<file path="src/rtl/seg_pkg.sv">
// Shared seven-segment constants: active-high hex glyph table and display defaults.
package seg_pkg;

   localparam int unsigned DEFAULT_SCAN_DIV = 250000;

   // All segments dark, active-high form; output stages invert for active-low boards.
   localparam logic [7:0] SEG_BLANK = 8'h00;

   // Active-high {g,f,e,d,c,b,a} patterns for hex 0-F.
   localparam logic [6:0] HEX_SEG [16] = '{
      7'h3F, 7'h06, 7'h5B, 7'h4F, 7'h66, 7'h6D, 7'h7D, 7'h07,
      7'h7F, 7'h6F, 7'h77, 7'h7C, 7'h39, 7'h5E, 7'h79, 7'h71
   };

endpackage

</file>
<file path="src/rtl/seg_decode.sv">
// Combinational hex nibble + decimal point to active-high {dp,g,f,e,d,c,b,a}.
module seg_decode
   import seg_pkg::*;
(
   input  logic [3:0] nibble,
   input  logic       dp,
   output logic [7:0] seg
);

   always_comb begin
      seg = {dp, HEX_SEG[nibble]};
   end

endmodule

</file>
<file path="src/rtl/seg_scan_driver.sv">
// Multiplexed seven-segment scan driver with frame-atomic snapshot, blink,
// decimal points and leading-zero blanking; outputs registered.
module seg_scan_driver
   import seg_pkg::*;
#(
   parameter int unsigned N_DIGITS   = 4,
   parameter int unsigned SCAN_DIV   = DEFAULT_SCAN_DIV,
   parameter int unsigned BLINK_DIV  = 20000000,
   parameter bit          ACTIVE_LOW = 1'b1
) (
   input  logic                  clk,
   input  logic                  rst,
   input  logic [4*N_DIGITS-1:0] digits,
   input  logic [N_DIGITS-1:0]   blink_mask,
   input  logic [N_DIGITS-1:0]   dp_mask,
   input  logic                  lz_suppress,
   output logic [7:0]            seg,
   output logic [N_DIGITS-1:0]   an,
   output logic                  frame_tick
);

   localparam int unsigned SCAN_W  = (SCAN_DIV > 1)  ? $clog2(SCAN_DIV)  : 1;
   localparam int unsigned BLINK_W = (BLINK_DIV > 1) ? $clog2(BLINK_DIV) : 1;
   localparam int unsigned IDX_W   = (N_DIGITS > 1)  ? $clog2(N_DIGITS)  : 1;

   localparam logic [SCAN_W-1:0]   SCAN_LAST  = SCAN_W'(SCAN_DIV - 1);
   localparam logic [BLINK_W-1:0]  BLINK_LAST = BLINK_W'(BLINK_DIV - 1);
   localparam logic [IDX_W-1:0]    IDX_LAST   = IDX_W'(N_DIGITS - 1);
   localparam logic [7:0]          SEG_POL    = {8{ACTIVE_LOW}};
   localparam logic [N_DIGITS-1:0] AN_POL     = {N_DIGITS{ACTIVE_LOW}};

   logic [SCAN_W-1:0]     scan_cnt;
   logic [BLINK_W-1:0]    blink_cnt;
   logic                  blink_phase;
   logic [IDX_W-1:0]      idx;

   logic [4*N_DIGITS-1:0] sh_digits;
   logic [N_DIGITS-1:0]   sh_blink;
   logic [N_DIGITS-1:0]   sh_dp;
   logic                  sh_lz;

   logic                  scan_tick;
   logic                  blink_wrap;
   logic                  last_digit;
   logic                  upper_zero;
   logic [N_DIGITS-1:0]   lz_blank;
   logic [N_DIGITS-1:0]   an_sel;
   logic [3:0]            cur_nibble;
   logic                  cur_dp;
   logic                  cur_blink;
   logic                  cur_lz;
   logic                  digit_dark;
   logic [7:0]            dec_seg;
   logic [N_DIGITS-1:0]   an_next;

   assign scan_tick  = (scan_cnt == SCAN_LAST);
   assign blink_wrap = (blink_cnt == BLINK_LAST);
   assign last_digit = (idx == IDX_LAST);

   // A digit is a leading zero when it and every digit above it are zero; digit 0 always shows.
   always_comb begin
      upper_zero = 1'b1;
      lz_blank   = '0;
      for (int unsigned i = N_DIGITS - 1; i >= 1; i--) begin
         upper_zero  = upper_zero & (sh_digits[4*i +: 4] == 4'h0);
         lz_blank[i] = sh_lz & upper_zero;
      end
   end

   always_comb begin
      cur_nibble = 4'h0;
      cur_dp     = 1'b0;
      cur_blink  = 1'b0;
      cur_lz     = 1'b0;
      an_sel     = '0;
      for (int unsigned i = 0; i < N_DIGITS; i++) begin
         if (IDX_W'(i) == idx) begin
            cur_nibble = sh_digits[4*i +: 4];
            cur_dp     = sh_dp[i];
            cur_blink  = sh_blink[i];
            cur_lz     = lz_blank[i];
            an_sel[i]  = 1'b1;
         end
      end
      digit_dark = (cur_blink & ~blink_phase) | cur_lz;
      an_next    = digit_dark ? '0 : an_sel;
   end

   seg_decode u_decode (
      .nibble (cur_nibble),
      .dp     (cur_dp & ~cur_lz),
      .seg    (dec_seg)
   );

   always_ff @(posedge clk) begin
      if (!rst) begin
         scan_cnt    <= '0;
         blink_cnt   <= '0;
         blink_phase <= 1'b1;
         idx         <= '0;
         sh_digits   <= '0;
         sh_blink    <= '0;
         sh_dp       <= '0;
         sh_lz       <= 1'b0;
         seg         <= SEG_BLANK ^ SEG_POL;
         an          <= AN_POL;
         frame_tick  <= 1'b0;
      end else begin
         scan_cnt   <= scan_tick  ? '0 : scan_cnt + 1'b1;
         blink_cnt  <= blink_wrap ? '0 : blink_cnt + 1'b1;
         frame_tick <= scan_tick & last_digit;
         if (blink_wrap) begin
            blink_phase <= ~blink_phase;
         end
         if (scan_tick) begin
            seg <= dec_seg ^ SEG_POL;
            an  <= an_next ^ AN_POL;
            idx <= last_digit ? '0 : idx + 1'b1;
            // The last digit is drawn from the old shadow on the same edge the new frame is captured.
            if (last_digit) begin
               sh_digits <= digits;
               sh_blink  <= blink_mask;
               sh_dp     <= dp_mask;
               sh_lz     <= lz_suppress;
            end
         end
      end
   end

endmodule
</file>
<file path="config.mk">
export PLATFORM = sky130hd
export DESIGN_NAME = seg_scan_driver
export DESIGN_NICKNAME = d
export VERILOG_FILES = /design/src/rtl/seg_pkg.sv /design/src/rtl/seg_decode.sv /design/src/rtl/seg_scan_driver.sv
export SDC_FILE = /design/constraint.sdc
export NUM_CORES = 1
export LEC_CHECK = 0
export ABC_CLOCK_PERIOD_IN_PS = 2500
export CORE_MARGIN = 2
export CORE_UTILIZATION = 51
export CTS_CLUSTER_SIZE = 8
export DETAILED_ROUTE_END_ITERATION = 8
export MAX_ROUTING_LAYER = met4
export PLACE_DENSITY = 0.85
export SLEW_MARGIN = 0
export SYNTH_ARGS = -nofsm -noshare
export SYNTH_HDL_FRONTEND = slang
export SYNTH_SLANG_ARGS = --single-unit
</file>
<file path="constraint.sdc">
create_clock -name clk -period 2.5 [get_ports clk]
set_input_delay 0.375 -clock clk [delete_from_list [all_inputs] [get_ports clk]]
set_output_delay 0.375 -clock clk [all_outputs]
set_load 0.02 [all_outputs]
</file>
-- Word level (Yosys, flattened, before mapping)
Memories as Yosys holds them, arrays and structs flattened.
Index checks and enable logic that the tools add are counted.
- register bits: 84
- memory bits (read-only): 112
- bits of input ports: 27
- word-level logic and storage cells: 67
- memories: 1
- $add $sub $neg: 3
- $lt $le $gt $ge: 1
- eq/ne operators: 6
- mux-type cells: 23
- bitwise logic cells: 15
- reduce and logical (&&, ||, !) cells: 7
- memory list (name ; words ; bits a word ; read ports ; clocked after Yosys merged registers in ; write ports ; RTL line ; text):
    (name not given) ; 16 ; 7 ; 1 ; 0 ; 0 ; seg_decode.sv:11 ; seg = {dp, HEX_SEG[nibble]};
- operators by type and width (operator ; number):
    adder 25 x 1 -> 25 bit (second input constant) ; 1
    equality test 25 bit (second input constant) ; 1
    2-to-1 mux 4 bit ; 5
    adder 18 x 1 -> 18 bit (second input constant) ; 1
    equality test 18 bit (second input constant) ; 1
    2-to-1 mux 1 bit ; 15
    2-to-1 mux 7 bit ; 2
    zero test 4 bit ; 3
    AND 1 bit ; 8
    inverter 8 bit ; 1
    >= comparator 5 bit (second input constant) ; 1
    inverter 4 -> 5 bit ; 1
    equality test 2 bit (first input constant) ; 2
    inverter 4 bit ; 1
    OR reduction 2 bit ; 2
    inverter 1 bit ; 3
    adder 2 x 1 -> 2 bit (second input constant) ; 1
    equality test 1 x 2 -> 1 bit (first input constant) ; 1
    equality test 2 bit (second input constant) ; 1
    zero test 2 bit ; 1
    2-to-1 mux 2 bit ; 1
    AND reduction 2 bit ; 1
    bitwise OR 1 bit ; 1

-- Longest topological paths before layout
- word-level depth: 10
- mapped depth: 11
- mapped depth without buffers: 10

-- Modules after synthesis
A second synthesis with hierarchy kept.
- cells, all modules: 471
- area, all modules: 3987.6 sq um
- modules (own cells, without submodules) (module ; instances ; cells each ; area each (sq um) ; seq. area each (sq um)):
    seg_scan_driver ; 1 ; 437 ; 3692.3 ; 1681.6
    seg_decode ; 1 ; 34 ; 295.3 ; 0.0

-- Least setup slack after synthesis
No wires, ideal clock.
- kind: register -> register
- from: reg idx[1]
- to: reg seg[0]
- setup time: 142 ps
- data arrival time: 2270 ps
- data required time: 2358 ps
- path slack: 88 ps
- stages on the path, launching flop included: 11
- buffers on the path: 1
- clock period less this slack: 2412 ps
- cell sequence: dfxtp_1 > inv_1 > ha_1 > buf_2 > nand3b_1 > a211oi_1 > inv_1 > ha_1 > or3_1 > o221ai_1 > o211ai_1
- cells in the longest elaborated chain, start to end: 10
- RTL lines (item ; RTL line ; text):
    from (decl) ; seg_scan_driver.sv:35 ; logic [IDX_W-1:0] idx;
    from (signal assigned) ; seg_scan_driver.sv:118 ; idx <= last_digit ? '0 : idx + 1'b1;
    zero test 2 bit ; seg_scan_driver.sv:77 ; if (IDX_W'(i) == idx) begin
    2-to-1 mux 4 bit (3 in a row) ; seg_scan_driver.sv:77 ;
    2-to-1 mux 4 bit (*) ; seg_scan_driver.sv:77 ;
    inverter 4 -> 5 bit (implied by the code) (*) ; seg_decode.sv:11 ;
    memory read (16 x 7 bit) (*) ; n/a ;
    2-to-1 mux 7 bit (implied by the code) (*) (2 in a row) ; seg_decode.sv:11 ;
    inverter 8 bit (no line) (*) ; n/a ;
    to (signal assigned) ; seg_scan_driver.sv:105 ; seg <= SEG_BLANK ^ SEG_POL;
    to (signal assigned) ; seg_scan_driver.sv:116 ; seg <= dec_seg ^ SEG_POL;
    to (decl) ; seg_scan_driver.sv:17 ; output logic [7:0] seg,
Every way passes the cells marked *; elsewhere a longest branch is shown, timed or not. The select of a mux whose other input is x is not followed.
A chain may end at the register's enable or synchronous reset.

-- Final worst setup path
- from: reg idx[0]
- to: reg seg[5]
The elaborated chain is that of the path after synthesis.

==> impl_metrics.tcl <==
set metrics [dict create \
    p_sw_mw 0.515 \
    whs_ns 0.457 \
    place.detailed.hpwl_um 6330 \
    drtAntennaViolNets 0 \
    coreArea_mm2 0.00773 \
    synth_edf_count 0 \
    antenna_found_initial 0 \
    rsz0062_at_grt "no" \
    power.share.combinational 0.036 \
    critPathArrivalTime_ns 2.53 \
    power_density_mw_per_mm2 521 \
    r2r-start "idx[0]" \
    holdPathStages 1 \
    ios 40 \
    intPower_mw 1.99 \
    worst_slack_ns 0.203 \
    worstPathRequired_ns 2.74 \
    setup_viol_count_final 0 \
    io_buffer_count 39 \
    floorplan.rows 32 \
    synth_seq_area_share 0.415 \
    ff_latch_area_mm2 0.00168 \
    finalMaxSlewViolations 0 \
    drt_iter0_markers 150 \
    irDropWorstVdd_uv 367 \
    start_util 0.524 \
    finalHoldViolCount 0 \
    syn_area_per_cell_um2 8.58 \
    yosys.area.top_type_share 0.415 \
    synth_cell_types 49 \
    hold_path.class "flip-flop to flip-flop" \
    ys.flop_type "dfxtp_1" \
    die_area_mm2 0.00867 \
    synth_top_area_cell "dfxtp_1" \
    grt_pass1_vias 3260 \
    setup_tns_ns 0 \
    cts.clk_slew.worst_paths_ns 0.08 \
    track_usage 0.217 \
    synth_area_leaders "dfxtp_1 (42%), nand3_1 (5.8%), nand2_1 (5.1%)" \
    ys_top_cells_by_count "dfxtp_1 (84), nand2_1 (55), nor2_1 (54)" \
    fin_crit_sh 0.919 \
    numClockSinks 84 \
    timing.rr.end "seg[5]" \
    finalNetCount 554 \
    worstHoldStart "scan_cnt[0]" \
    swShare 0.205 \
    cts_max_path_buffers 2 \
    antenna_cells 0 \
    vias 3383 \
    grt_max_degree 35 \
    dieHeight_um 93.1 \
    cts_tree "yes" \
    async_flop_share 0 \
    power.leakage_nw 1.65 \
    cap_viol_max_count 0 \
    htreeDepth 3 \
    p_total_mw 2.51 \
    r2r_slack_ns 0.20 \
    syn-cell-area_mm2 0.00405 \
    drtPass1Iterations 4 \
    cts-root-buf "clkbuf_8" \
    fin_util 0.624 \
    worst_pin_slew_ns 0.725 \
    final.min_clock_period_ns 2.30 \
    wl_per_cell_um 13.8 \
    drc 0 \
    fillerInstances 652 \
    pre_cts_ws_ns 0.0811 \
    numCtsBuffers 9 \
    outcome "finished clean" \
    critPathKind "flip-flop to flip-flop" \
    rr_worst_depth 9 \
    slew_headroom 0.515 \
    max_clock_freq_ghz 0.435 \
    ys_warn_count 0 \
    layout-area-overhead-vs-synth_pct 19.0 \
    multi_input_area_mm2 0.00219 \
    yosysMostFrequentCell "dfxtp_1" \
    vias_per_cell 5.44 \
    grt_pass1_wl_um 14700 \
    routabilityCongestion 0.866 \
    seq_power_share 0.539 \
    postCtsHoldBufs 0 \
    post_cts.repair.setup_buffers 0 \
    finalClockSkew_ns 0.0107 \
    critPathCaptureType "flip-flop" \
    path_max_fanout 5 \
    cp-start-kind "flip-flop" \
    syn-instance-count 472 \
    whs_endpoint "scan_cnt[0]" \
    gr-total-overflow 0 \
    ys_ff_latch 84 \
    drt-total-wl_um 8570 \
    drive_above_1_share 0.0827 \
    die_x_um 93.1 \
    clock_latency_ns 0.35 \
    clkPwrFrac 0.425 \
    synth_nets 511 \
]
## cells in the final DEF (no fill, tap or decap), drive strengths merged, types with 2 or more instances in the layout
cell	instances
a211oi	5
a21boi	27
a21oi	6
a221oi	3
a31oi	2
a41oi	5
and2	4
and3	9
and4	2
buf	18
bufinv	2
clkbuf	11
clkdlybuf4s50	39
clkinv	2
dfxtp	84
ha	12
inv	12
mux2	2
mux2i	3
nand2	55
nand2b	3
nand3	47
nand3b	6
nand4	5
nor2	54
nor2b	4
nor3	12
nor3b	11
nor4	7
o211ai	3
o21ai	8
or3	4
or4b	3
xnor2	23
xor2	16
## repair_timing
action | 4_1_cts | 5_1_grt
endpoints found under the setup margin | 0 | 4
gates resized for setup | 0 | 3
endpoints found under the hold margin | 0 | 0
## sequential cells by signal (all words and copies together), names as in the netlist
register / count
an: 4
blink_cnt: 25
blink_phase: 1
frame_tick: 1
idx: 2
scan_cnt: 18
seg: 8
sh_blink: 4
sh_digits: 16
sh_dp: 4
sh_lz: 1
## power groups by stage
stage	registers (mW)	logic, mW	clock network (mW)
floorplan	1.38	0.0377	0
global placement	1.38	0.0880	0
detailed placement	1.38	0.0897	0
CTS	1.35	0.0902	1.09
global route	1.35	0.0985	1.15
finish	1.35	0.0894	1.07
## area by class of cell
type,instances,share of cell area
Clock buffer,11,0.0293
Clock inverter,5,0.0176
Inverter,12,0.00934
Multi-Input combinational cell,351,0.454
Sequential cell,84,0.349
Tap cell,102,0.0265
Timing Repair Buffer,57,0.114
## worst max path at each step
| stage | end | startpoint | slack, ns | cells past startpoint |
|---|---|---|---|---|
| floorplan | seg[0] | idx[1] | 0.09 | 10 |
| global placement | seg[0] | idx[0] | 0.24 | 9 |
| detailed placement | seg[0] | idx[1] | 0.08 | 9 |
| CTS | seg[0] | idx[1] | 0.05 | 9 |
| global route | seg[5] | idx[0] | 0.02 | 9 |
| finish | seg[5] | idx[0] | 0.20 | 9 |
## routing by layer
| layer | global-route usage | vias to the layer above | share of wire |
|---|---|---|---|
| met4 | 0.0637 | 0 | 0.012 |
| li1 | - | 1715 | - |
| met5 | - | - | 0 |
| met3 | 0.0516 | 12 | 0.039 |
| met1 | 0.270 | 1593 | 0.46 |
| met2 | 0.354 | 63 | 0.49 |
## per-stage QoR
| step | cells | cell area (µm²) |
|---|---|---|
| global placement | 606 | 4580 |
| finish | 622 | 4820 |
| floorplan | 472 | 4050 |
| CTS | 622 | 4810 |
| global route | 622 | 4820 |
| detailed placement | 606 | 4580 |
## cell families (layout without fill, tap and decap cells)
logic type,after synthesis,after routing,synth area share
fa+ha+maj,12,12,0.0371
compound gates,65,65,0.120
flops,84,84,0.415
simple gates,230,230,0.284
buf+inv,37,85,0.0470
mux,5,5,0.0130
xor+xnor,39,39,0.0843
## critical path, stage by stage, from the launching register on
cell and delay, ns:
dfxtp_1 0.39, inv_1 0.10, ha_1 0.26, a211oi_1 0.25
a211oi_1 0.14, buf_4 0.17, ha_1 0.22, or2_2 0.32
a221oi_1 0.26, o21ai_1 0.08
No activity file was read; power rests on OpenSTA's default activity.
